==> config.mk <==
export PLATFORM = sky130hd
export DESIGN_NAME = channel_mixer_stereo_flat
export DESIGN_NICKNAME = d
export VERILOG_FILES = /design/src/rtl/channel_mixer_stereo_pkg.sv /design/src/rtl/channel_mixer_stereo_if.sv /design/src/rtl/channel_mixer_stereo_op_mem.sv /design/src/rtl/channel_mixer_stereo_saturate.sv /design/src/rtl/channel_mixer_stereo.sv /design/src/flat_wrapper.sv
export SDC_FILE = /design/constraint.sdc
export NUM_CORES = 1
export LEC_CHECK = 0
export BUFFER_PORTS_ARGS = -buffer_cell sky130_fd_sc_hd__clkbuf_2
export CAP_MARGIN = 25
export CELL_PAD_IN_SITES_DETAIL_PLACEMENT = 0
export CELL_PAD_IN_SITES_GLOBAL_PLACEMENT = 1
export CORE_MARGIN = 2
export CORE_UTILIZATION = 52
export DETAILED_ROUTE_END_ITERATION = 10
export PLACE_DENSITY = 0.94
export REMOVE_ABC_BUFFERS = 1
export SYNTH_ARGS = -nofsm -noshare
export SYNTH_HDL_FRONTEND = slang
export SYNTH_SLANG_ARGS = --single-unit
export TNS_END_PERCENT = 30
==> constraint.sdc <==
create_clock -name clk -period 9.6 [get_ports clk]
set_clock_uncertainty 0.15 [all_clocks]
set_input_delay 0.96 -clock clk [delete_from_list [all_inputs] [get_ports clk]]
set_output_delay 0.96 -clock clk [all_outputs]
set_load 0.1 [all_outputs]
==> src/rtl/channel_mixer_stereo_pkg.sv <==
// Shared types and constants for the stereo channel mixer.
package channel_mixer_stereo_pkg;

  localparam int unsigned NUM_CHANNELS_DEF = 9;
  localparam int unsigned OP_OUT_WIDTH_DEF = 13;
  localparam int unsigned SAMPLE_WIDTH_DEF = 16;

  localparam logic [8:0] ADDR_RYT = 9'h0BD;
  localparam logic [8:0] ADDR_C0  = 9'h0C0;

  typedef struct packed {
    logic cnt;
    logic l_en;
    logic r_en;
  } ch_cfg_t;

  typedef enum logic [2:0] {
    ST_IDLE,
    ST_RD_SECOND,
    ST_RD_FIRST,
    ST_ACCUM,
    ST_DONE
  } state_t;

  // Operators are grouped in banks of six: three first operators then three second operators.
  function automatic int unsigned first_op(input int unsigned ch);
    return (ch / 3) * 6 + (ch % 3);
  endfunction

  function automatic int unsigned second_op(input int unsigned ch);
    return first_op(ch) + 3;
  endfunction

endpackage

==> src/rtl/channel_mixer_stereo_if.sv <==
// Register, operator-result and sample bus of the stereo channel mixer.
interface channel_mixer_stereo_if
  import channel_mixer_stereo_pkg::*;
#(
  parameter int unsigned NUM_CHANNELS = NUM_CHANNELS_DEF,
  parameter int unsigned OP_OUT_WIDTH = OP_OUT_WIDTH_DEF,
  parameter int unsigned SAMPLE_WIDTH = SAMPLE_WIDTH_DEF
);
  localparam int unsigned OPN_W = $clog2(2 * NUM_CHANNELS);

  logic                           reg_wr_valid;
  logic [8:0]                     reg_wr_address;
  logic [7:0]                     reg_wr_data;
  logic                           op_out_valid;
  logic [OPN_W-1:0]               op_out_num;
  logic signed [OP_OUT_WIDTH-1:0] op_out;
  logic                           ops_done_pulse;
  logic                           sample_clk_en;
  logic                           sample_valid;
  logic signed [SAMPLE_WIDTH-1:0] sample_l;
  logic signed [SAMPLE_WIDTH-1:0] sample_r;

  modport master (
    output reg_wr_valid, reg_wr_address, reg_wr_data,
    output op_out_valid, op_out_num, op_out,
    output ops_done_pulse, sample_clk_en,
    input  sample_valid, sample_l, sample_r
  );

  modport slave (
    input  reg_wr_valid, reg_wr_address, reg_wr_data,
    input  op_out_valid, op_out_num, op_out,
    input  ops_done_pulse, sample_clk_en,
    output sample_valid, sample_l, sample_r
  );

endinterface

==> src/rtl/channel_mixer_stereo_op_mem.sv <==
// Single-bank operator result memory: one write port, one read port with 1-cycle latency.
module channel_mixer_stereo_op_mem #(
  parameter int unsigned DEPTH  = 18,
  parameter int unsigned DATA_W = 13,
  parameter int unsigned ADDR_W = 5
) (
  input  logic              clk,
  input  logic              reset,
  input  logic              i_wr_en,
  input  logic [ADDR_W-1:0] i_wr_addr,
  input  logic [DATA_W-1:0] i_wr_data,
  input  logic [ADDR_W-1:0] i_rd_addr,
  output logic [DATA_W-1:0] o_rd_data
);
  logic [DATA_W-1:0] r_mem [DEPTH];
  logic [DATA_W-1:0] r_rd_data;

  always_ff @(posedge clk) begin
    if (!reset) begin
      for (int i = 0; i < int'(DEPTH); i++) r_mem[i] <= '0;
      r_rd_data <= '0;
    end else begin
      if (i_wr_en && (32'(i_wr_addr) < DEPTH)) r_mem[i_wr_addr] <= i_wr_data;
      r_rd_data <= (32'(i_rd_addr) < DEPTH) ? r_mem[i_rd_addr] : '0;
    end
  end

  assign o_rd_data = r_rd_data;

endmodule

==> src/rtl/channel_mixer_stereo_saturate.sv <==
// Combinational signed clamp of a wide accumulator into one output sample.
module stereo_saturate #(
  parameter int unsigned IN_W  = 19,
  parameter int unsigned OUT_W = 16
) (
  input  logic signed [IN_W-1:0]  i_val,
  output logic signed [OUT_W-1:0] o_sat_c
);
  localparam logic signed [IN_W-1:0] MAX_V = IN_W'({1'b0, {(OUT_W-1){1'b1}}});
  localparam logic signed [IN_W-1:0] MIN_V = ~MAX_V;

  always_comb begin
    o_sat_c = i_val[OUT_W-1:0];
    if (i_val > MAX_V)      o_sat_c = MAX_V[OUT_W-1:0];
    else if (i_val < MIN_V) o_sat_c = MIN_V[OUT_W-1:0];
  end

endmodule

==> src/rtl/channel_mixer_stereo.sv <==
// Sums 2-op channel outputs into saturated left/right samples once per sample period.
module channel_mixer_stereo
  import channel_mixer_stereo_pkg::*;
#(
  parameter int unsigned NUM_CHANNELS = NUM_CHANNELS_DEF,
  parameter int unsigned OP_OUT_WIDTH = OP_OUT_WIDTH_DEF,
  parameter int unsigned SAMPLE_WIDTH = SAMPLE_WIDTH_DEF,
  parameter bit          RHYTHM_EN    = 1'b1,
  parameter bit          STEREO       = 1'b1,
  parameter logic [8:0]  REG_BASE_C0  = ADDR_C0
) (
  input logic clk,
  input logic reset,
  channel_mixer_stereo_if.slave bus
);
  localparam int unsigned OPN_W    = $clog2(2 * NUM_CHANNELS);
  localparam int unsigned CH_W     = $clog2(NUM_CHANNELS);
  localparam int unsigned CH_OUT_W = OP_OUT_WIDTH + 2;
  localparam int unsigned ACC_W    = CH_OUT_W + CH_W;

  state_t                         r_state, w_next;
  ch_cfg_t                        r_cfg [NUM_CHANNELS];
  ch_cfg_t                        w_cfg;
  logic                           r_ryt;
  logic [CH_W-1:0]                r_ch;
  logic signed [OP_OUT_WIDTH-1:0] r_op2, w_rd_data;
  logic signed [ACC_W-1:0]        r_acc_l, r_acc_r;
  logic signed [SAMPLE_WIDTH-1:0] r_sample_l, r_sample_r, w_sat_l, w_sat_r;
  logic                           r_sample_valid;
  logic [OPN_W-1:0]               w_rd_addr;
  logic                           w_latch_op2, w_accum, w_done, w_last;
  logic signed [CH_OUT_W-1:0]     w_op1_x, w_op2_x, w_sum, w_ch_out;

  channel_mixer_stereo_op_mem #(
    .DEPTH (2 * NUM_CHANNELS),
    .DATA_W(OP_OUT_WIDTH),
    .ADDR_W(OPN_W)
  ) u_op_mem (
    .clk      (clk),
    .reset    (reset),
    .i_wr_en  (bus.op_out_valid),
    .i_wr_addr(bus.op_out_num),
    .i_wr_data(bus.op_out),
    .i_rd_addr(w_rd_addr),
    .o_rd_data(w_rd_data)
  );

  assign w_last = (32'(r_ch) == NUM_CHANNELS - 1);
  assign w_cfg  = r_cfg[r_ch];

  // Next state and per-cycle datapath strobes; sample_clk_en overrides everything.
  always_comb begin
    w_next      = r_state;
    w_rd_addr   = '0;
    w_latch_op2 = 1'b0;
    w_accum     = 1'b0;
    w_done      = 1'b0;
    case (r_state)
      ST_IDLE:      if (bus.ops_done_pulse) w_next = ST_RD_SECOND;
      ST_RD_SECOND: begin
        w_rd_addr = OPN_W'(second_op(32'(r_ch)));
        w_next    = ST_RD_FIRST;
      end
      ST_RD_FIRST:  begin
        w_rd_addr   = OPN_W'(first_op(32'(r_ch)));
        w_latch_op2 = 1'b1;
        w_next      = ST_ACCUM;
      end
      ST_ACCUM:     begin
        w_accum = 1'b1;
        w_next  = w_last ? ST_DONE : ST_RD_SECOND;
      end
      ST_DONE:      begin
        w_done = 1'b1;
        w_next = ST_IDLE;
      end
      default:      w_next = ST_IDLE;
    endcase
    if (bus.sample_clk_en) begin
      w_next  = ST_IDLE;
      w_accum = 1'b0;
      w_done  = 1'b0;
    end
  end

  // Channel output: read data is op1 during ACCUM, op2 was latched a cycle earlier.
  always_comb begin
    w_op1_x  = CH_OUT_W'(w_rd_data);
    w_op2_x  = CH_OUT_W'(r_op2);
    w_sum    = w_op1_x + w_op2_x;
    w_ch_out = w_cfg.cnt ? w_sum : w_op2_x;
    if (RHYTHM_EN && r_ryt) begin
      if (32'(r_ch) == 6)                           w_ch_out = w_op2_x <<< 1;
      else if (32'(r_ch) == 7 || 32'(r_ch) == 8)    w_ch_out = w_sum <<< 1;
    end
  end

  stereo_saturate #(.IN_W(ACC_W), .OUT_W(SAMPLE_WIDTH)) u_sat_l (.i_val(r_acc_l), .o_sat_c(w_sat_l));
  stereo_saturate #(.IN_W(ACC_W), .OUT_W(SAMPLE_WIDTH)) u_sat_r (.i_val(r_acc_r), .o_sat_c(w_sat_r));

  always_ff @(posedge clk) begin
    if (!reset) begin
      r_state        <= ST_IDLE;
      r_ryt          <= 1'b0;
      r_ch           <= '0;
      r_op2          <= '0;
      r_acc_l        <= '0;
      r_acc_r        <= '0;
      r_sample_l     <= '0;
      r_sample_r     <= '0;
      r_sample_valid <= 1'b0;
      for (int c = 0; c < int'(NUM_CHANNELS); c++)
        r_cfg[c] <= '{cnt: 1'b0, l_en: 1'b1, r_en: 1'b1};
    end else begin
      r_state        <= w_next;
      r_sample_valid <= 1'b0;
      if (bus.reg_wr_valid) begin
        if (bus.reg_wr_address == ADDR_RYT) r_ryt <= bus.reg_wr_data[5];
        for (int c = 0; c < int'(NUM_CHANNELS); c++)
          if (bus.reg_wr_address == REG_BASE_C0 + 9'(c))
            r_cfg[c] <= '{cnt: bus.reg_wr_data[0], l_en: bus.reg_wr_data[4], r_en: bus.reg_wr_data[5]};
      end
      if (r_state == ST_IDLE) r_ch <= '0;
      else if (w_accum)       r_ch <= r_ch + CH_W'(1);
      if (w_latch_op2) r_op2 <= w_rd_data;
      if (w_done) begin
        r_sample_l     <= w_sat_l;
        r_sample_r     <= w_sat_r;
        r_sample_valid <= 1'b1;
        r_acc_l        <= '0;
        r_acc_r        <= '0;
      end else if (bus.sample_clk_en) begin
        r_acc_l <= '0;
        r_acc_r <= '0;
      end else if (w_accum) begin
        if (w_cfg.l_en || !STEREO) r_acc_l <= r_acc_l + ACC_W'(w_ch_out);
        if (w_cfg.r_en || !STEREO) r_acc_r <= r_acc_r + ACC_W'(w_ch_out);
      end
    end
  end

  assign bus.sample_valid = r_sample_valid;
  assign bus.sample_l     = r_sample_l;
  assign bus.sample_r     = r_sample_r;

endmodule

==> src/flat_wrapper.sv <==
// flat-port wrapper written by rule: the top's interface ports become plain ports
module channel_mixer_stereo_flat import channel_mixer_stereo_pkg::*;
#(
  parameter int unsigned NUM_CHANNELS = NUM_CHANNELS_DEF,
  parameter int unsigned OP_OUT_WIDTH = OP_OUT_WIDTH_DEF,
  parameter int unsigned SAMPLE_WIDTH = SAMPLE_WIDTH_DEF,
  parameter bit          RHYTHM_EN    = 1'b1,
  parameter bit          STEREO       = 1'b1,
  parameter logic [8:0]  REG_BASE_C0  = ADDR_C0
)
  (clk, reset, bus_reg_wr_valid, bus_reg_wr_address, bus_reg_wr_data, bus_op_out_valid, bus_op_out_num, bus_op_out, bus_ops_done_pulse, bus_sample_clk_en, bus_sample_valid, bus_sample_l, bus_sample_r);
  channel_mixer_stereo_if #(.NUM_CHANNELS(NUM_CHANNELS), .OP_OUT_WIDTH(OP_OUT_WIDTH), .SAMPLE_WIDTH(SAMPLE_WIDTH)) bus_i ();
  input logic clk;
  input logic reset;
  input wire logic [$bits(bus_i.reg_wr_valid)-1:0] bus_reg_wr_valid;
  input wire logic [$bits(bus_i.reg_wr_address)-1:0] bus_reg_wr_address;
  input wire logic [$bits(bus_i.reg_wr_data)-1:0] bus_reg_wr_data;
  input wire logic [$bits(bus_i.op_out_valid)-1:0] bus_op_out_valid;
  input wire logic [$bits(bus_i.op_out_num)-1:0] bus_op_out_num;
  input wire logic [$bits(bus_i.op_out)-1:0] bus_op_out;
  input wire logic [$bits(bus_i.ops_done_pulse)-1:0] bus_ops_done_pulse;
  input wire logic [$bits(bus_i.sample_clk_en)-1:0] bus_sample_clk_en;
  output wire logic [$bits(bus_i.sample_valid)-1:0] bus_sample_valid;
  output wire logic [$bits(bus_i.sample_l)-1:0] bus_sample_l;
  output wire logic [$bits(bus_i.sample_r)-1:0] bus_sample_r;
  assign bus_i.reg_wr_valid = bus_reg_wr_valid;
  assign bus_i.reg_wr_address = bus_reg_wr_address;
  assign bus_i.reg_wr_data = bus_reg_wr_data;
  assign bus_i.op_out_valid = bus_op_out_valid;
  assign bus_i.op_out_num = bus_op_out_num;
  assign bus_i.op_out = bus_op_out;
  assign bus_i.ops_done_pulse = bus_ops_done_pulse;
  assign bus_i.sample_clk_en = bus_sample_clk_en;
  assign bus_sample_valid = bus_i.sample_valid;
  assign bus_sample_l = bus_i.sample_l;
  assign bus_sample_r = bus_i.sample_r;
  channel_mixer_stereo #(.NUM_CHANNELS(NUM_CHANNELS), .OP_OUT_WIDTH(OP_OUT_WIDTH), .SAMPLE_WIDTH(SAMPLE_WIDTH), .RHYTHM_EN(RHYTHM_EN), .STEREO(STEREO), .REG_BASE_C0(REG_BASE_C0)) u_core (.clk(clk), .reset(reset), .bus(bus_i));
endmodule
-- After elaboration in Yosys (flattened, before gate mapping)
Memories as Yosys holds them, arrays and structs flattened. A register that Yosys moved wholly into a read port is not among the register bits.
Index checks and enable logic that the tools add are counted.
- $add $sub $neg: 6
- bitwise logic cells: 10
- muxes and demuxes: 72
- reduce and logical (&&, ||, !) cells: 12
- order comparisons: 6
- eq/ne operators: 18
- $mul: 1
- div/mod/pow operators: 2
- operators with widths (operator ; count):
    9-bit by 8-bit == test with 1-bit output (second input constant) ; 10
    16-bit 2-to-1 mux ; 4
    15-bit 2-to-1 mux ; 4
    1-bit 2-to-1 mux ; 47
    19-bit by 15-bit adder with 19-bit output ; 2
    19-bit by 16-bit > comparator with 1-bit output (second input constant) ; 2
    19-bit by 16-bit < comparator with 1-bit output (second input constant) ; 2
    3-bit 2-to-1 mux ; 11
    4-bit by 2-bit divider with 32-bit output (second input constant) ; 1
    4-bit by 2-bit remainder unit with 32-bit output (second input constant) ; 1
    32-bit by 2-bit multiplier with 4-bit output (second input constant) ; 1
    13-bit by 13-bit adder with 14-bit output ; 1
    13-bit 2-to-1 mux ; 1
    13-bit OR reduction ; 1
    3-bit case mux with 4 select lines ; 1
    5-bit < comparator (second input constant) ; 2
    5-bit case mux with 2 select lines ; 1
    1-bit OR ; 9
    4-bit by 3-bit == test with 1-bit output (second input constant) ; 2
    4-bit 2-to-1 mux ; 2
    2-bit AND reduction ; 4
    3-bit by 2-bit == test with 1-bit output (second input constant) ; 2
    5-bit by 2-bit adder with 5-bit output (second input constant) ; 1
    5-bit adder ; 1
    other kinds (13) ; 14
- memories kept: 2
- bits in registers: 92
- word-level logic and storage cells: 138
- RAM bits: 261
- bits of input ports: 41
- memories (memory ; depth ; width ; rd ports ; clocked after memory_dff ; write ports ; line ; RTL):
    u_core.u_op_mem.r_mem ; 18 ; 13 ; 1 ; 1 ; 18 ; channel_mixer_stereo_op_mem.sv:15 ; logic [DATA_W-1:0] r_mem [DEPTH];
    u_core.r_cfg ; 9 ; 3 ; 1 ; 1 ; 9 ; channel_mixer_stereo.sv:22 ; ch_cfg_t r_cfg [NUM_CHANNELS];

-- Depth between registers and ports, before layout
- depth after elaboration: 8
- mapped depth: 28

-- Modules after synthesis
From an unflattened synthesis, not the netlist that was laid out.
- cells, all modules: 1778
- area total of the unflattened synthesis: 19195.9 sq um
- by module, submodules not included (module ; area an instance (sq um) ; instances ; cells each ; seq. area each (sq um)):
    channel_mixer_stereo_op_mem ; 10630.2 ; 1 ; 783 ; 7287.0
    channel_mixer_stereo ; 7817.5 ; 1 ; 883 ; 2732.6
    stereo_saturate ; 374.1 ; 2 ; 56 ; 0.0

-- Worst setup path before layout
No wires, ideal clock.
- path type: reg-to-reg
- from: register u_core.r_ch[2]
- to: register u_core.u_op_mem.r_rd_data[0], in the netlist u_core.u_op_mem.o_rd_data[0], read port of u_core.u_op_mem.r_mem
- required time: 9.371 ns
- data arrival time: 5.717 ns
- period minus slack after synthesis: 5.946 ns
- setup slack: 3.654 ns
- path buffers: 3
- stages on the path, launching flop included: 25
- cells stage by stage: dfxtp_1 > buf_4 > nor2b_1 > ha_1 > nand2b_1 > a21oi_1 > buf_4 > xnor2_1 > ha_1 > a2111oi_0 > a31oi_1 > a21oi_1 > inv_1 > ha_1 > fa_1 > ha_1 > a21oi_1 > a211oi_1 > o211ai_1 > mux2_2 > a2111oi_0 > and3b_1 > or3_4 > buf_6 > o211ai_1
- cells in the longest elaborated chain, start to end: 8
- RTL lines (what ; line ; RTL):
    start, declared ; channel_mixer_stereo.sv:25 ; logic [CH_W-1:0] r_ch;
    start signal, assigned ; channel_mixer_stereo.sv:124 ; else if (w_accum) r_ch <= r_ch + CH_W'(1);
    4-bit by 2-bit divider with 32-bit output ; channel_mixer_stereo_pkg.sv:27 ; return (ch / 3) * 6 + (ch % 3);
    32-bit by 2-bit multiplier with 4-bit output ; channel_mixer_stereo_pkg.sv:27 ;
    5-bit adder * ; channel_mixer_stereo_pkg.sv:27 ;
    5-bit by 2-bit adder with 5-bit output ; channel_mixer_stereo_pkg.sv:31 ; return first_op(ch) + 3;
    5-bit case mux with 2 select lines * ; channel_mixer_stereo.sv:58 ; case (r_state)
    5-bit < comparator ; channel_mixer_stereo_op_mem.sv:24 ; r_rd_data <= (32'(i_rd_addr) < DEPTH) ? r_mem[i_rd_addr] : '0;
    2-bit AND reduction (no line) ; -- ;
    1-bit logical NOT (no line) ; -- ;
    end, declared ; channel_mixer_stereo_op_mem.sv:16 ; logic [DATA_W-1:0] r_rd_data;
Mark *: on every way between the ends. The rest lies on a longest branch, timed or not.
A chain may end at the register's enable or synchronous reset.

-- Worst setup path in the final report
Same ends and word-level chain as after synthesis.

==> flow_summary.ini <==
[timing]
final.setup.tns_ns = 0
drv_slew = 0
final-hold-violation-count = 0
min_period_ns = 7.24
timing.fmax_ghz = 0.138
holdWs_ns = 0.296
setup_viol = 0
rsz0062_at_grt = false
relSlewSlack_pct = 29.8
finalCritPeriodShare_pct = 75.5
worst_pin_slew_ns = 1.05

[worst_setup_path]
path_delay_family = compound AO/OA/AOI/OAI gates
cp.arrival_ns = 7.47
crit_chain = nor2b_1, ha_1, nand2b_1, a21oi_1, buf_4, xnor2_1, ha_1, a2111oi_0, a31oi_1, a21oi_1, or2_2, o21ai_0, fa_1, xor2_1, o22a_1, or2_2, nand2_1, nor3_2, a22o_1, a221o_1, o41ai_1, o211ai_1
worstPathRequired_ns = 9.83
end_kind = register
max_stage_delay_ns = 0.61
path_max_fanout = 16
critical_path_class = register to register
crit_slowest_cell = dfxtp_1
crit_path_start_kind = register
critical_path_buf_inv_count = 1

[job]
cap_violations = 0

[cts]
clk_path_buf_depth = 3
cts_max_level = 2
cts_setup_buffers = 0
insertion_delay_ns = 0.57
clock_sinks = 370
hold_buffers = 0
path_clk_slew_ns = 0.06
cts_root_buf = clkbuf_16
cts-resized-gates = 0
numCtsBuffers = 40
cts_tree = built

[drt]
vias_per_cell = 6.02
num_vias = 13800
drc = 0
wirelength_mm = 45.5
drt-initial-drc-count = 1404
wire_per_inst_um = 19.8
ant_nets = 0
drt_first_pass_iters = 6

[yosys]
synth_cells = 1782
ys_seq_elements = 370
synth_area_sq_mm = 0.0187
synth.avg_cell_area_sq_um = 10.5
ys_types = 78
synthArstFlopShare_pct = 0
ys.flop_type = edfxtp_1
synth_edf_count = 261
ys_seq_area_share_pct = 53.6
yosys_warnings = 0

[grt]
antenna_found_initial = 0
grt_pass1_vias = 13400
grt.total_usage_pct = 24.1
grt_pass1_wl_mm = 71.8
grt_max_degree = 65
grt_remaining_overflow = 0

[floorplan]
rows = 69
coreArea_sq_mm = 0.0355
fp.dieW_um = 194
io_pins = 74
die_area_sq_mm = 0.0375
initial_core_util_pct = 52.7
dieHeight_um = 194

[power_and_ir_drop]
power.total_mw = 3.51
powerDensity_mw_per_mm2 = 170
p_leak_nw = 8.13
ir_drop_v = 0.000164

[layout]
area_growth_pct = 10.3
fill_cells = 2907
design_area_sq_mm = 0.0206
antennaDiodeCount = 0
register_area_sq_mm = 0.0100
multi_input_area_sq_mm = 0.00806
stdcell_count = 2298
drive_above_1_share_pct = 10.2
num-nets-final = 1915

[placement]
hpwl_mm = 31.2
place.gp.congestion = 0.871
dp_cells = 2224
port_buffers = 68
placed_area_sq_mm = 0.0193

[outcome]
outcome = finished clean

[worst_hold_path]
hold_path.class = register to register
cells in the final DEF, fill, tap and decap left out, types with 12 or more instances in the layout:
| cell type | netlist | layout |
|---|---|---|
| o22ai_1 | 26 | 26 |
| nand2b_1 | 12 | 12 |
| and3_1 | 39 | 39 |
| nand2_1 | 163 | 163 |
| xor2_1 | 17 | 17 |
| dfxtp_1 | 109 | 109 |
| clkbuf_2 | 0 | 68 |
| o21ai_0 | 81 | 80 |
| o21bai_1 | 14 | 14 |
| nor3_1 | 24 | 22 |
| edfxtp_1 | 261 | 261 |
| clkbuf_16 | 0 | 40 |
| a21o_1 | 13 | 13 |
| o211ai_1 | 17 | 17 |
| ha_1 | 61 | 61 |
| nor2_1 | 292 | 292 |
| a22o_1 | 44 | 44 |
| mux2i_1 | 90 | 89 |
| a21oi_1 | 111 | 111 |
| a22oi_1 | 13 | 13 |
| nand3_1 | 26 | 26 |
| and2_1 | 15 | 15 |
| buf_4 | 6 | 19 |
| inv_1 | 37 | 37 |
| a211oi_1 | 12 | 12 |
| xnor2_1 | 29 | 29 |
layer usage:
metal | wire [um] | share of wire [%] | vias up | track usage, %
met5 | 0 | 0 | - | 0
met4 | 2120 | 4.7 | 0 | 12.1
met3 | 4250 | 9.3 | 105 | 5.06
met2 | 20600 | 45 | 625 | 38.1
met1 | 18600 | 41 | 6515 | 31.6
li1 | - | - | 6589 | -
metrics by stage:
step	setup slack [ns]	util, %
2_1_floorplan	0.508	-
3_3_place_gp	2.55	54.3
3_5_place_dp	2.54	54.3
4_1_cts	2.51	58.0
5_1_grt	1.78	58.1
6_report	2.36	58.1
Yosys cell counts, types with 13 or more instances:
| cell | n | area, sq um |
|---|---|---|
| o21ai_0 | 81 | 405 |
| a22o_1 | 44 | 385 |
| nand2_1 | 163 | 612 |
| and3_1 | 39 | 244 |
| a22oi_1 | 13 | 97.6 |
| and2_1 | 15 | 93.8 |
| xor2_1 | 17 | 149 |
| ha_1 | 61 | 763 |
| o21bai_1 | 14 | 105 |
| dfxtp_1 | 109 | 2180 |
| nor2_1 | 292 | 1100 |
| o22ai_1 | 26 | 163 |
| o211ai_1 | 17 | 128 |
| nand3_1 | 26 | 130 |
| inv_1 | 37 | 139 |
| clkbuf_1 | 83 | 312 |
| edfxtp_1 | 261 | 7840 |
| nor3_1 | 24 | 120 |
| mux2i_1 | 90 | 901 |
| a21o_1 | 13 | 97.6 |
| xnor2_1 | 29 | 254 |
| a21oi_1 | 111 | 556 |
worst register-to-register path, stage by stage (launching register included):
cell       delay (ns)
dfxtp_1          0.61
nor2b_1          0.37
ha_1             0.35
nand2b_1         0.19
a21oi_1          0.18
buf_4            0.22
xnor2_1          0.19
ha_1             0.33
a2111oi_0        0.11
a31oi_1          0.29
a21oi_1          0.15
or2_2            0.31
o21ai_0          0.31
fa_1             0.56
xor2_1           0.20
o22a_1           0.20
or2_2            0.31
nand2_1          0.49
nor3_2           0.31
a22o_1           0.30
a221o_1          0.25
o41ai_1          0.51
o211ai_1         0.16
flip-flops by register name, indices dropped and copies added, names as in the netlist, named ones only:
| signal | cells |
|---|---|
| u_core.r_acc_l | 19 |
| u_core.r_ryt | 1 |
| u_core.r_state | 3 |
| u_core.bus.sample_valid | 1 |
| u_core.bus.sample_l | 16 |
| u_core.u_op_mem.r_mem | 234 |
| u_core.bus.sample_r | 16 |
| u_core.r_cfg | 27 |
| u_core.r_op2 | 13 |
| u_core.r_ch | 4 |
| u_core.r_acc_r | 19 |
| u_core.u_op_mem.o_rd_data | 13 |
area by class of cell:
| cell class | instances | share of cell area (%) |
|---|---|---|
| tap | 461 | 2.80 |
| multi-input combinational | 1268 | 39.1 |
| timing repair buffer | 90 | 2.60 |
| sequential | 370 | 48.6 |
| inverter | 38 | 0.692 |
| clock buffer | 46 | 5.01 |
| clock inverter | 25 | 1.24 |
cells by family (layout without fill, tap and decap cells):
kind of cell / count (synthesis) / in the layout / synth area share, %
AOI/OAI and AO/OA: 423 / 423 / 15.3
muxes: 101 / 101 / 5.84
and+or+nand+nor: 632 / 632 / 15.0
adders and majority gates: 66 / 66 / 4.62
buffers and inverters: 144 / 199 / 3.45
DFF: 370 / 370 / 53.6
xor gates and xnor gates: 46 / 46 / 2.15
path summary, 6_finish.rpt:
kind	from	endpoint	slack, ns	cells past startpoint
worst min-delay path	u_core.bus.sample_l[7]	u_core.bus.sample_l[7]	0.30	2
worst max register to register	u_core.r_ch[2]	u_core.u_op_mem.o_rd_data[0]	2.36	22
worst max-delay path	u_core.r_ch[2]	u_core.u_op_mem.o_rd_data[0]	2.36	22
worst min register to register	u_core.bus.sample_l[7]	u_core.bus.sample_l[7]	0.30	2
report_power, final:
group	switching [mW]	leakage (nW)	internal [mW]	total [mW]
Combinational	0.137	4.13	0.0687	0.206
Sequential	0.0269	3.37	1.77	1.80
Clock	0.645	0.628	0.864	1.51
Total	0.809	8.13	2.70	3.51
Note: power is estimated with default switching activity, not from simulation.
